## config.mk

```make
export PLATFORM = sky130hd
export DESIGN_NAME = risky_fetch
export DESIGN_NICKNAME = d
export VERILOG_FILES = /design/src/rtl/risky_fetch.sv
export SDC_FILE = /design/constraint.sdc
export NUM_CORES = 1
export LEC_CHECK = 0
export ABC_AREA = 1
export BUFFER_PORTS_ARGS = -buffer_cell sky130_fd_sc_hd__buf_2
export CAP_MARGIN = 20
export CORE_ASPECT_RATIO = 1.75
export CORE_MARGIN = 1.5
export CORE_UTILIZATION = 50
export CTS_BUF_LIST = sky130_fd_sc_hd__clkbuf_8
export CTS_CLUSTER_DIAMETER = 150
export DETAILED_ROUTE_END_ITERATION = 10
export GPL_ROUTABILITY_DRIVEN = 0
export PLACE_DENSITY = 0.7
export SLEW_MARGIN = 20
export SYNTH_ARGS = -nofsm -noshare
export SYNTH_HDL_FRONTEND = slang
export SYNTH_SLANG_ARGS = --single-unit
```

## constraint.sdc

```tcl
create_clock -name clk -period 7.4 [get_ports clk]
set_input_delay 2.22 -clock clk [delete_from_list [all_inputs] [get_ports clk]]
set_output_delay 2.22 -clock clk [all_outputs]
set_load 0.02 [all_outputs]
```

## src/rtl/risky_fetch.sv

```systemverilog
// rtl/risky_fetch.sv - risky core instruction-fetch front end with PC generation, fetch queue and redirect flush
// Optional build macro: RISKY_FETCH_MISALIGN_CHECK_EN adds the sticky fetch_misaligned flag.
module risky_fetch #(
    parameter logic [31:0] RESET_PC    = 32'h0000_0000,
    parameter int          QUEUE_DEPTH = 4
) (
    input  logic        clk,
    input  logic        rst_n,
    output logic        imem_req,
    output logic [31:0] imem_addr,
    input  logic [31:0] imem_rdata,
    output logic        if_valid,
    output logic [31:0] if_instr,
    output logic [31:0] if_pc,
    input  logic        if_ready,
    input  logic        redirect_valid,
    input  logic [31:0] redirect_pc
`ifdef RISKY_FETCH_MISALIGN_CHECK_EN
    ,
    output logic        fetch_misaligned
`endif
);
    localparam int PW = (QUEUE_DEPTH > 1) ? $clog2(QUEUE_DEPTH) : 1;
    localparam int CW = PW + 1;

    logic [31:0]   r_fetch_pc;
    logic [CW-1:0] r_count;
    logic [PW-1:0] r_head;
    logic [PW-1:0] r_tail;
    logic          r_inflight;
    logic          r_started;
    logic          r_epoch;
    logic          r_req_epoch;
    logic [31:0]   r_req_pc;
    logic [31:0]   r_q_instr [QUEUE_DEPTH];
    logic [31:0]   r_q_pc    [QUEUE_DEPTH];

    logic          w_valid;
    logic          w_req;
    logic          w_enq;
    logic          w_deq;

    // count + inflight never exceeds QUEUE_DEPTH, so an accepted response always has a free slot
    assign w_valid = (r_count != '0);
    assign w_req   = r_started && !redirect_valid &&
                     ((r_count + CW'(r_inflight)) < CW'(QUEUE_DEPTH));
    assign w_enq   = r_inflight && (r_req_epoch == r_epoch);
    assign w_deq   = w_valid && if_ready;

    assign imem_req  = w_req;
    assign imem_addr = r_fetch_pc;
    assign if_valid  = w_valid;
    assign if_instr  = w_valid ? r_q_instr[r_head] : 32'h0;
    assign if_pc     = w_valid ? r_q_pc[r_head]    : 32'h0;

    always_ff @(posedge clk or negedge rst_n) begin
        if (!rst_n) begin
            r_fetch_pc  <= RESET_PC;
            r_count     <= '0;
            r_head      <= '0;
            r_tail      <= '0;
            r_inflight  <= 1'b0;
            r_started   <= 1'b0;
            r_epoch     <= 1'b0;
            r_req_epoch <= 1'b0;
            r_req_pc    <= 32'h0;
        end else begin
            r_started <= 1'b1;
            if (redirect_valid) begin
                // flush wins over any same-cycle enqueue or dequeue
                r_count    <= '0;
                r_head     <= '0;
                r_tail     <= '0;
                r_inflight <= 1'b0;
                r_epoch    <= ~r_epoch;
                r_fetch_pc <= {redirect_pc[31:2], 2'b00};
            end else begin
                r_inflight <= w_req;
                if (w_req) begin
                    r_fetch_pc  <= r_fetch_pc + 32'd4;
                    r_req_epoch <= r_epoch;
                    r_req_pc    <= r_fetch_pc;
                end
                if (w_enq) r_tail <= r_tail + 1'b1;
                if (w_deq) r_head <= r_head + 1'b1;
                r_count <= r_count + CW'(w_enq) - CW'(w_deq);
            end
        end
    end

    always_ff @(posedge clk) begin
        if (w_enq && !redirect_valid) begin
            r_q_instr[r_tail] <= imem_rdata;
            r_q_pc[r_tail]    <= r_req_pc;
        end
    end

`ifdef RISKY_FETCH_MISALIGN_CHECK_EN
    logic r_misaligned;
    always_ff @(posedge clk or negedge rst_n) begin
        if (!rst_n) begin
            r_misaligned <= 1'b0;
        end else if (redirect_valid && (redirect_pc[1:0] != 2'b00)) begin
            r_misaligned <= 1'b1;
        end
    end
    assign fetch_misaligned = r_misaligned;
`else
    logic w_unused_pc_lsb;
    assign w_unused_pc_lsb = &{1'b0, redirect_pc[1:0]};
`endif
endmodule

```

* Word level (Yosys, flattened, before mapping)
Memories as Yosys holds them, arrays and structs flattened.
Index checks and enable logic that the tools add are counted.
** Storage, ports and cells
- Register bits after elaboration :: 75
- Memory bits (writable) :: 256
- Output and inout bits :: 98
- Memories kept :: 2
** Cells by class
- $add $sub $neg :: 6
- Magnitude comparators :: 1
- Equality and inequality tests :: 1
- Mux-type cells :: 12
- Bitwise operators :: 2
- Reduce and logical (&&, ||, !) cells :: 11
** Memories
- r_q_instr :: depth 4, width 32, read ports 1, clocked after Yosys merged registers in 0, wr ports 1, line 35 : logic [31:0] r_q_instr [QUEUE_DEPTH];
- r_q_pc :: depth 4, width 32, read ports 1, clocked after Yosys merged registers in 0, wr ports 1, line 36 : logic [31:0] r_q_pc [QUEUE_DEPTH];
** Operators by type and width (count)
- $mux 32 :: 4
- $add 32x3->32 const B :: 1
- $mux 2 :: 4
- $add 3x1->3 :: 2
- $reduce_bool 2->1 :: 3
- $logic_and 1x1->1 :: 5
- $add 2x1->2 const B :: 2
- $lt 3x3->1 const B :: 1
- $mux 1 :: 3
- $mux 3 :: 1
- $reduce_bool 3->1 :: 1
- $sub 3x1->3 :: 1
- $not 1->1 :: 2
- $reduce_and 2->1 :: 1
- $eq 1x1->1 :: 1
- $logic_not 1->1 :: 1

* Depth between registers and ports, before layout
Gate-level depths: netlist of run 1.
- Depth after elaboration :: 5
- Gate-level depth with buffers :: 11

* Least setup slack after synthesis of run 1
OpenSTA, ideal clock, no wires.
- Path type :: input port to flip-flop
- From :: in redirect_valid
- To :: mem r_q_instr[0][0], enable pin
- Library setup time :: 482 ps
- Arrival :: 5423 ps
- Setup slack :: 1495 ps
- Stages :: 5
- Path buffers :: 2
- Path through :: buf_6 inv_1 buf_2 nand4_1 nor2_1
** On the way
- Word-level cells in the longest chain between the ends :: 4
** RTL lines
- from (decl) :: line 16 : input logic redirect_valid,
- $logic_not 1->1 :: line 92 : if (w_enq && !redirect_valid) begin
- $logic_and 1x1->1 :: line 92
- $mux 1 :: line 92
- $mux 1 (implied by the code) :: line 93 : r_q_instr[r_tail] <= imem_rdata;
- to (decl) :: line 35
No other way between the ends.

* Final worst setup path of run 1
- From :: in redirect_valid
- To :: out imem_req
** On the way
- Word-level cells in the longest chain between the ends :: 3
** RTL lines
- $logic_not 1->1 :: line 45 : assign w_req = r_started && !redirect_valid &&
- $logic_and 1x1->1 (2 in a row) :: line 45
- to (decl) :: line 9 : output logic imem_req,
No other way between the ends.

==> run summary, run 1 <==
Clock network latency to the later pin of the worst-skew pair: 570 ps
Nets: 1,509
Yosys warning total: 0
Number of placement rows: 79
Crit Reg-Reg Endpoint: r_q_pc[3][24]
IO Pins: 166
Fraction of layout instances using a drive strength above 1: 18.3%
Maximum number of pins on one net before global-route repair: 87
Number of buffers inserted by post-CTS setup repair: 0
Final routed wirelength across all metal layers: 30,200 µm
Post-DP HPWL: 18,300 µm
Post-synthesis to final-layout area growth: 13.9%
Flop and latch count out of synthesis: 319
Result of the run: completed
Synthesized instance count: 1,277
Total of max-cap violations: 0
Leak pwr: 6.25 nW
Post-layout worst setup margin: 1840 ps
R2r setup slk: 4820 ps
R2r worst-path depth: 5
CP Data Required Time: 5180 ps
Worst slew margin relative to its limit: 33.5%
Post-layout minimum cycle time: 5560 ps
Mapped Avg Cell Area: 10.6 µm²
Share of the yosys chip area belonging to registers: 68.0%
Final hold slack: 463 ps
Worst min path class: reg -> reg
Initial core utilization: 51.0%
Number of buffer cells added on primary ports: 159
Critical Path Source: redirect_valid
Gates resized, CTS repair: 0
Buffer cell driving the clock tree root: sky130_fd_sc_hd__clkbuf_8
IR Drop Worst-Case VDD: 0.000162 V
Residual DRC count: 0
Iter 0 DRT Violations: 626
Number of buffers between clock root and the deepest sink: 3
Sequence of cells on the critical path: buf_2, nor2_1, nand3_2, inv_2, buf_2
Summed negative setup slack over all endpoints: 0 ps
Area of the die: 0.0282 mm²
Combined area of all synthesized cells: 0.0136 mm²
Global-route wire length before repair: 47,000 µm
Total Routing Usage GR: 21.4%
Worst Tran Pin Value: 997 ps
Post-DRT Antenna Nets: 0
Crit path DAT: 3340 ps
Type of the worst setup path: in -> out
Crit path launch type: primary input
Worst reg2reg path startpoint: r_epoch
Number of slew-limit violations in the final report: 0
Height of the chip: 221 µm
H-tree lvl count: 2
Area after detailed placement: 0.0145 mm²
Most used cell, CP: sky130_fd_sc_hd__buf_2
Hold violation count in the final report: 0
FILL cells: 2,316
Minimum setup slack after placement: 1880 ps
Number of sinks driven by the clock tree: 319
Setup repair after global routing missed its margin: false
Detailed-routing iteration count for the pre-antenna-repair pass: 5
Clock slew at the register clock pins of the worst setup and hold paths: 60 ps
CTS tree: built
Sum of overflow across all layers after global routing: 0
Worst setup path end: imem_req
Vias in the first global route: 9,434
Kind of end point of the critical path: output port
Routed wirelength normalized by instance count: 16.9 µm
Yosys cell types: 33
Clock skew after layout: 18.9 ps
Post-layout instance area: 0.0155 mm²
Std-Cell Core Area: 0.0266 mm²
Number of setup violations in the final report: 0
Final Cycle Share: 75.2%
CP max FO: 32
X dimension of the die: 128 µm
Biggest cell delay along the critical path: 450 ps
Power density normalized to cell area: 337 mW/mm²
CP max-delay cell: sky130_fd_sc_hd__inv_2
Highest clock frequency the design can meet: 0.180 GHz
Number of CTS-inserted buffers: 45
Vias per std cell: 5.29
Initial antenna violation count: 1
Hold buffer count at CTS: 0
Via total after detailed routing: 9,483
## metrics by stage
stage               power, mW  util, %  cells
detailed placement       3.88     54.7   1710
finish                   5.20     58.1   1794
floorplan                3.35        -   1280
global placement         3.84     54.7   1710
CTS                      5.27     58.1   1793
global route             5.50     58.1   1794
## layout by cell type, fill, tap and decap left out, types with 6 or more instances in the layout
cell type | synthesis | final
sky130_fd_sc_hd__o21ai_0 | 138 | 138
sky130_fd_sc_hd__clkinv_2 | 0 | 9
sky130_fd_sc_hd__ha_1 | 7 | 7
sky130_fd_sc_hd__nor2_4 | 5 | 9
sky130_fd_sc_hd__inv_1 | 66 | 82
sky130_fd_sc_hd__clkbuf_8 | 0 | 47
sky130_fd_sc_hd__nand3_1 | 68 | 68
sky130_fd_sc_hd__edfxtp_1 | 248 | 248
sky130_fd_sc_hd__buf_2 | 19 | 159
sky130_fd_sc_hd__a21oi_1 | 66 | 66
sky130_fd_sc_hd__nand2_1 | 188 | 188
sky130_fd_sc_hd__nor2_2 | 6 | 6
sky130_fd_sc_hd__nor2_1 | 283 | 279
sky130_fd_sc_hd__buf_4 | 13 | 15
sky130_fd_sc_hd__dfrtp_1 | 71 | 69
sky130_fd_sc_hd__o21ai_1 | 29 | 29
## cell usage after synthesis
cell type                  number  area share (%)
sky130_fd_sc_hd__ha_1           7            0.65
sky130_fd_sc_hd__o21ai_0      138             5.1
sky130_fd_sc_hd__buf_4         13            0.72
sky130_fd_sc_hd__buf_2         19            0.70
sky130_fd_sc_hd__nor2_4         5            0.41
sky130_fd_sc_hd__o21ai_1       29             1.1
sky130_fd_sc_hd__o211ai_1       5            0.28
sky130_fd_sc_hd__inv_4          1           0.046
sky130_fd_sc_hd__xor2_1         4            0.26
sky130_fd_sc_hd__nand2_2        5            0.23
sky130_fd_sc_hd__nor2_2         6            0.28
sky130_fd_sc_hd__inv_2          4            0.11
sky130_fd_sc_hd__nand3b_1       1           0.055
sky130_fd_sc_hd__or2_2          2           0.092
sky130_fd_sc_hd__nand2_1      188             5.2
sky130_fd_sc_hd__nor2_8         1            0.15
sky130_fd_sc_hd__clkbuf_2       3            0.11
sky130_fd_sc_hd__clkbuf_1      21            0.58
sky130_fd_sc_hd__inv_1         66             1.8
sky130_fd_sc_hd__nor2_1       283             7.8
sky130_fd_sc_hd__a21oi_1       66             2.4
sky130_fd_sc_hd__edfxtp_1     248              55
sky130_fd_sc_hd__buf_6          7            0.58
sky130_fd_sc_hd__nand3_1       68             2.5
sky130_fd_sc_hd__nor3_1         1           0.037
sky130_fd_sc_hd__dfrtp_1       71              13
sky130_fd_sc_hd__and2_1         2           0.092
sky130_fd_sc_hd__nand2_4        2            0.17
sky130_fd_sc_hd__nand3_2        1           0.074
sky130_fd_sc_hd__nand4_1        2           0.092
sky130_fd_sc_hd__buf_1          5            0.14
sky130_fd_sc_hd__conb_1         2           0.055
sky130_fd_sc_hd__fa_1           1            0.15
## state kept, by name, summed over array words and instances (netlist names)
signal       count
r_req_pc        30
r_q_instr      128
r_epoch          1
r_req_epoch      1
r_started        1
r_head           2
r_inflight       1
r_tail           2
imem_addr       30
r_count          3
r_q_pc         120
## area by class of cell
type | count | area [µm²] | area share [%]
flip-flops and latches | 319 | 9230 | 59.7
multi-input cells | 822 | 3730 | 24.1
repair buffers | 174 | 908 | 5.88
clock buffers | 47 | 647 | 4.19
well taps | 324 | 405 | 2.62
inverters | 71 | 269 | 1.74
clock inverters | 36 | 259 | 1.68
diodes | 1 | 2.50 | 0.0162
## worst max-delay path, delay by kind of cell
family                 cells  cell delay [ps]
AND/OR/NAND/NOR            2              260
buffers and inverters      3              840
## how the worst min path moves through the flow
stage                         end  slack [ps]     from  depth (start not counted)
after floorplan           r_epoch         440  r_epoch                          1
after global placement    r_epoch         460  r_epoch                          1
after detailed placement  r_epoch         460  r_epoch                          1
after CTS                 r_epoch         470  r_epoch                          1
after global routing      r_epoch         520  r_epoch                          1
final                     r_epoch         460  r_epoch                          1
## report_power, final
part | switching [mW] | internal, mW
clock network | 0.648 | 0.733
logic | 1.04 | 0.426
registers | 0.187 | 2.17
## cell families after synthesis
| group | count (synthesis) | synth area share (%) |
|---|---|---|
| DFF | 319 | 68.0 |
| buffers and inverters | 139 | 4.81 |
| other | 2 | 0.0554 |
| xor gates and xnor gates | 4 | 0.258 |
| and+or+nand+nor | 567 | 17.2 |
| adders and majority gates | 8 | 0.793 |
| AOI/OAI and AO/OA | 238 | 8.87 |
## metal layers
metal	routed length (µm)	up-vias	global-route usage (%)
li1	-	4639	-
met1	11400	4524	22.2
met2	16300	253	40.4
met3	1410	67	3.46
met4	1160	0	11.4
met5	0	-	0
No activity file was read; power rests on OpenSTA's default activity.
==> run 2, diff against run 1 <==
PLACE_DENSITY = 0.73   (was 0.7)
clock period = 4.9 ns   (was 7.4 ns; I/O delays follow)
==> run 2 against run 1 <==
Net effect: clock skew increased by 10 ps; combinational power grew 55%; sequential share of layout area down 0.57 points; die area unchanged; critical endpoint is now if_pc[25]; count of clock-buffer cells in the layout is 1 higher; via count is 0.70% higher; largest cell class unchanged; highest routed layer unchanged; routed wire length increased by 0.74%.
==> run summary, run 2 (synthesis results as in run 1) <==
Number of buffers between clock root and the deepest sink: 3
Commonest non-fill, non-tap cell in the layout: sky130_fd_sc_hd__nor2_1
Post-DP HPWL: 18,500 µm
Final Cycle Share: 83.8%
Maximum number of pins on one net before global-route repair: 102
Total of max-cap violations: 0
Setup repair after global routing missed its margin: false
Number of buffer cells added on primary ports: 159
Clock skew after layout: 29.4 ps
Worst slew margin relative to its limit: 38.5%
Placed insts: 1,715
H-tree lvl count: 2
Nets: 1,514
Number of slew-limit violations in the final report: 0
Clock slew at the register clock pins of the worst setup and hold paths: 70 ps
Hold buffer count at CTS: 0
X dimension of the die: 128 µm
CTS tree: built
Iter 0 DRT Violations: 619
Area of the die: 0.0282 mm²
Fraction of layout instances using a drive strength above 1: 19.0%
Global-route wire length before repair: 46,700 µm
Registers with the highest flip-flop counts: r_q_instr (128), r_q_pc (120)
Residual DRC count: 0
CP Data Required Time: 3430 ps
Detailed-routing iteration count for the pre-antenna-repair pass: 5
Via total after detailed routing: 9,549
Kind of end point of the critical path: output port
Sum of overflow across all layers after global routing: 0
Post-synthesis to final-layout area growth: 15.0%
Post-layout instance area: 0.0156 mm²
Clock network latency to the later pin of the worst-skew pair: 570 ps
Crit path DAT: 2630 ps
Worst Tran Pin Value: 923 ps
Area after detailed placement: 0.0146 mm²
Largest register FFs: 128
Std-Cell Core Area: 0.0266 mm²
Post-DRT Antenna Nets: 0
Type of the worst setup path: reg -> out
Crit path launch type: flop
Final standard cell count with taps included and fillers excluded: 1,799
CP max FO: 101
Commonest cells after routing, fill and taps aside: sky130_fd_sc_hd__nor2_1 (279), sky130_fd_sc_hd__edfxtp_1 (248), sky130_fd_sc_hd__nand2_1 (188), sky130_fd_sc_hd__buf_2 (159), sky130_fd_sc_hd__o21ai_0 (138)
Number of buffers inserted by post-CTS setup repair: 0
Vias per std cell: 5.31
R2r setup slk: 2580 ps
Routed wirelength normalized by instance count: 16.9 µm
Number of CTS-inserted buffers: 45
Highest clock frequency the design can meet: 0.244 GHz
Total Routing Usage GR: 21.3%
Hold violation count in the final report: 0
Power density normalized to cell area: 511 mW/mm²
IR Drop Worst-Case VDD: 0.000244 V
Gates resized, CTS repair: 0
Final routed wirelength across all metal layers: 30,500 µm
Initial antenna violation count: 2
Post-layout minimum cycle time: 4100 ps
Initial core utilization: 51.0%
IO Pins: 166
Register containing the most flip-flops in the final layout: r_q_instr
Vias in the first global route: 9,310
Result of the run: completed
Number of setup violations in the final report: 0
Height of the chip: 221 µm
Number of sinks driven by the clock tree: 319
Leak pwr: 6.27 nW
Buffer cell driving the clock tree root: sky130_fd_sc_hd__clkbuf_8
Number of placement rows: 79
Worst min path class: reg -> reg
## run 2: cell types whose count changed in the layout (fill, tap and decap cells not counted)
cell	previous run	this run
sky130_fd_sc_hd__bufinv_16	4	5
sky130_fd_sc_hd__buf_12	0	5
sky130_fd_sc_hd__clkinv_2	9	10
sky130_fd_sc_hd__clkinv_1	5	7
sky130_fd_sc_hd__clkbuf_8	47	48
sky130_fd_sc_hd__inv_1	82	73
sky130_fd_sc_hd__diode_2	1	2
sky130_fd_sc_hd__clkinvlp_4	2	5
## run 2: power breakdown
part           internal (mW)  leakage [nW]  total [mW]  switching (mW)
logic                  0.664          2.64        2.27            1.61
clock network           1.18         0.504        2.17           0.989
registers               3.28          3.12        3.53           0.254
total                   5.13          6.27        7.98            2.85
## run 2: path summary, 6_finish.rpt
path | startpoint | end | cells past startpoint
max | r_head[0] | if_pc[25] | 4
min | r_epoch | r_epoch | 1
max reg2reg | r_epoch | r_q_instr[0][30] | 5
min reg2reg | r_epoch | r_epoch | 1
max in group asynchronous | rst_n | imem_addr[3] | 2
min in group asynchronous | rst_n | r_head[1] | 1
## run 2: cell type report
cell class / instances / area, µm²
multi-input combinational: 822 / 3730
timing repair buffer: 179 / 1010
sequential: 319 / 9230
clock buffer: 48 / 661
fill: 2201 / 11000
clock inverter: 34 / 290
inverter: 71 / 269
antenna: 2 / 5.00
tap: 324 / 405
## run 2: metal layers
metal  GRT usage [%]  share of wire (%)
met5               0                  0
met4            10.2                4.2
met3            3.68                5.0
met2            39.5                 53
met1            23.0                 38
## run 2: per-stage QoR
step	hold slack, ps	setup WS, ps	power [mW]	TNS [ps]	utilization (%)
floorplan	438	-255	5.06	-63280	-
global placement	452	1250	5.81	0	55.1
detailed placement	454	1190	5.87	0	55.1
CTS	467	751	8.05	0	58.6
global route	481	631	8.42	0	58.7
finish	466	795	7.98	0	58.7
## run 2: critical path, cell delays in order (launching register included)
cell and delay [ps]:
sky130_fd_sc_hd__dfrtp_4 500, sky130_fd_sc_hd__inv_4 640, sky130_fd_sc_hd__o21ai_0 260, sky130_fd_sc_hd__a21oi_1 390
sky130_fd_sc_hd__buf_2 240
